File: config.mk
export PLATFORM = sky130hd
export DESIGN_NAME = sat_counter
export DESIGN_NICKNAME = d
export VERILOG_FILES = /design/src/rtl/rx_frame_checker_sat_counter.sv
export SDC_FILE = /design/constraint.sdc
export NUM_CORES = 1
export LEC_CHECK = 0
export BUFFER_PORTS_ARGS = -buffer_cell sky130_fd_sc_hd__clkbuf_2
export CORE_UTILIZATION = 50
export CTS_BUF_LIST = sky130_fd_sc_hd__clkbuf_16
export CTS_CLUSTER_DIAMETER = 30
export DETAILED_ROUTE_END_ITERATION = 7
export PLACE_DENSITY = 0.79
export SLEW_MARGIN = 30
export SYNTH_ARGS = -nofsm -noshare
export SYNTH_HDL_FRONTEND = slang
export SYNTH_SLANG_ARGS = --single-unit
File: constraint.sdc
create_clock -name clk -period 2.63 [get_ports clk]
set_clock_uncertainty 0.05 [all_clocks]
set_input_delay 0.6575 -clock clk [delete_from_list [all_inputs] [get_ports clk]]
set_output_delay 0.6575 -clock clk [all_outputs]
set_load 0.03 [all_outputs]
File: src/rtl/rx_frame_checker_sat_counter.sv
// sat_counter: 16-bit saturating counter advancing by a small step each cycle
module sat_counter (
  input  logic        clk,
  input  logic        rst,
  input  logic [1:0]  step,
  output logic [15:0] q
);
  logic [16:0] sum;
  assign sum = {1'b0, q} + {15'b0, step};
  always_ff @(posedge clk or negedge rst)
    if (!rst) q <= '0;
    else q <= sum[16] ? '1 : sum[15:0];
endmodule

# Yosys cells after proc, flatten, opt, wreduce, memory -nomap -nowiden
# Cells that the tools add are included.
[totals] wordCells=3 out_inout_bits=16 input_bits=4 ff_bits=16
[op_classes] n_addsub=1 mux=1
[op_table] operator="16-bit by 2-bit adder with 17-bit output" count=1
[op_table] operator="16-bit two-way mux" count=1

# Depth between registers and ports, before layout
[depth] depth_word=2 depth_mapped=8 ltp_nobuf=7

# Worst setup path before layout
# Ideal clock, no wire load.
[synth_path] path_kind="input to register" startpoint="input port step[0]" endpoint="register q[1]" required_ps=2515 path_buffers=1 slack_ps=294 arrival_time_ps=2222 stages=8 cell_sequence="ha_1 > inv_1 > fa_1 > nand4b_2 > nor4_4 > nand3_2 > buf_6 > nand2_1"
[synth_between] elab_chain_cells=2
[synth_rtl] element="from (decl)" line_no="5" rtl="input logic [1:0] step,"
[synth_rtl] element="16-bit by 2-bit adder with 17-bit output" line_no="9" rtl="assign sum = {1'b0, q} + {15'b0, step};"
[synth_rtl] element="16-bit two-way mux" line_no="12" rtl="else q <= sum[16] ? '1 : sum[15:0];"
[synth_rtl] element="to (signal assigned)" line_no="12"
[synth_rtl] element="to (decl)" line_no="6" rtl="output logic [15:0] q"
# Every way passes these cells.

# Worst setup path after layout
[layout_path] startpoint="input port step[0]" endpoint="register q[0]"
# Same word-level chain as after synthesis.

==> reports/results.ini <==
[run_status]
outcome=finished clean

[global_routing]
grt_usage=0.208
met1_usage=0.277
top_usage_layer=met2
use_met2=0.296
grt_max_degree=17
grt_use_met3=0.0553
first_global_vias=635
antenna_found_initial=0
grt_pass1_wl_mm=2.78
grt.overflow.total=0

[pwr]
peakVddDrop_uv=785
power_density_nw_per_um2=1080
total_leakage_power_uw=0.000532
finalPower_uw=1130

[critical_path]
reg2reg_depth=7
r2r_setup_slack_ns=0.37
worstSetupStartpoint=step[0]
startpoint_type=input port
crit_required_ns=2.77
worst-setup-path-type=input port to flop
critical_path.endpoint=q[0]
r2r_end=q[0]
r2r-start=q[0]
worstSetupEndpointType=flop
cp_max_fo=13
critPathArrivalTime_ns=2.54

[clock_network]
postCtsResizedCells=0
cts-htree-levels=1
cts-buffers-inserted=3
tritoncts=done
cts_root_buf=clkbuf_16
cts_setup_buffers=0
cts_sinks=16
insertion_delay_ns=0.25
holdBufCountCts=0
clkTransAtPathRegs_ns=0.05
cts_buffer_depth=2

[floorplan]
ios=20
chipHeight_um=43.3
start_util=0.552
die_area_um2=1870
die-width_um=43.3
row_count=14
core-area_um2=1540

[synthesis]
synth_top_area_frac=0.471
ys.flop_type=dfrtp_1
ys_types=26
yosysWarnings=0
synth_edf_count=0
synth_most_common_cell=dfrtp_1
yosysSeqAreaShare=0.471
syn_area_um2=851
synth_top_area_cell=dfrtp_1
avgSynthCellArea_um2=10.6
synth_cells=80
syn-num-nets=87
postSynth.asyncResetShare=1.00
synth.area.top_cells=dfrtp_1 47%, xnor2_1 5.1%, nor4_4 5.0%, nand2_1 4.0%, a31oi_1 2.9%
ys_ff_latch=16
yosys-top-cells-count=16 x dfrtp_1, 9 x nand2_1, 6 x inv_1

[sta]
fin_crit_sh=0.911
layout_min_cycle_time_ns=2.40
drv_slew=0
setup_tns_ns=0
hold_viol_final=0
worstMarginPinSlew_ns=0.508
setup_slack_ns=0.234
grt_setup_unrepaired=no
maxClockFrequency_ghz=0.417
relSlewSlack=0.661
finalSetupViolations=0

[final_layout]
nNetsFinal=111
largest_reg_flops=16
syn_to_final_growth_pct=22.4
drive_gt1_frac=0.291
regMostFlops=q
n_antenna_cell=0
design_area_um2=1040
utilization=0.675
largestRegisters=q (16)
seq_area_um2=400
multi_input_area_um2=417
num-fill-cells=130

[detailed_routing]
dr.pass1.iters=4
wl_per_cell_um=13.6
drc=0
wirelength_mm=1.61
antenna_left=0
drt-vias-per-instance=5.71
num_vias=679
first_iter_violations=11

[hold_path]
min-delay-path-class=input port to asynchronous set/reset pin

[job]
max_cap_violations=0

[placement]
place.gp.congestion=0.773
place_ws_ns=-0.00595
hpwlAfterDp_mm=1.17
place_area_um2=962
io_buffers=19

kinds of logic after synthesis:
| family | count (synthesis) | share of synthesized area |
|---|---|---|
| flip-flops | 16 | 0.471 |
| buffers and inverters | 7 | 0.0397 |
| AO/OA/AOI/OAI | 13 | 0.0941 |
| XOR/XNOR | 7 | 0.0721 |
| adder cells (fa/ha/maj) | 3 | 0.0529 |
| AND/OR/NAND/NOR | 34 | 0.271 |
layout by cell type (no fill, tap or decap), types with 2 or more instances in the layout:
cell type / netlist / layout
nor2_1: 4 / 4
xnor2_1: 5 / 5
nor3_1: 2 / 2
clkbuf_2: 0 / 19
clkbuf_16: 0 / 3
inv_1: 6 / 6
dfrtp_1: 16 / 16
ha_1: 2 / 2
nand2_1: 9 / 9
a21oi_1: 4 / 4
o21ai_0: 2 / 2
nor4_4: 2 / 2
nor2b_1: 3 / 3
a31oi_1: 4 / 4
and4_1: 2 / 2
o21ai_2: 2 / 2
nand3_1: 5 / 5
xor2_1: 2 / 2
worst min-delay path by stage:
| stage | to | cells after the start | slack, ns | from |
|---|---|---|---|---|
| 3_3_place_gp | q[14] | 1 | 0.51 | q[14] |
| 4_1_cts | q[1] | 1 | 0.29 | rst |
| 6_report | q[1] | 1 | 0.27 | rst |
| 3_5_place_dp | q[14] | 1 | 0.51 | q[14] |
| 2_1_floorplan | q[0] | 0 | 0.31 | rst |
| 5_1_grt | q[1] | 1 | 0.30 | rst |
power by group:
| part | switching, µW | internal (µW) |
|---|---|---|
| clock network | 95.3 | 202 |
| logic | 281 | 140 |
| registers | 94.2 | 314 |
critical path, stage by stage:
cell,delay (ns)
clkbuf_2,0.08
ha_1,0.16
inv_1,0.06
fa_1,0.38
nand4b_2,0.29
nor4_4,0.39
nand3_2,0.29
or2b_1,0.24
stage by stage:
stage	std cells	hold WS [ns]
after floorplan	80	0.312
after global placement	115	0.506
after detailed placement	115	0.510
after CTS	119	0.286
after global routing	119	0.300
final	119	0.273
per-layer routing:
metal	up-vias	routed length [µm]
met4	0	39
met1	326	786
li1	329	-
met2	19	729
met3	5	58
met5	-	0
area by class of cell:
class | instances | share of cell area
flip-flops and latches | 16 | 0.385
well taps | 16 | 0.0192
inverters | 6 | 0.0216
multi-input cells | 57 | 0.400
clock buffers | 3 | 0.0721
clock inverters | 1 | 0.00361
repair buffers | 20 | 0.0986
Note: power is estimated with default switching activity, not from simulation.
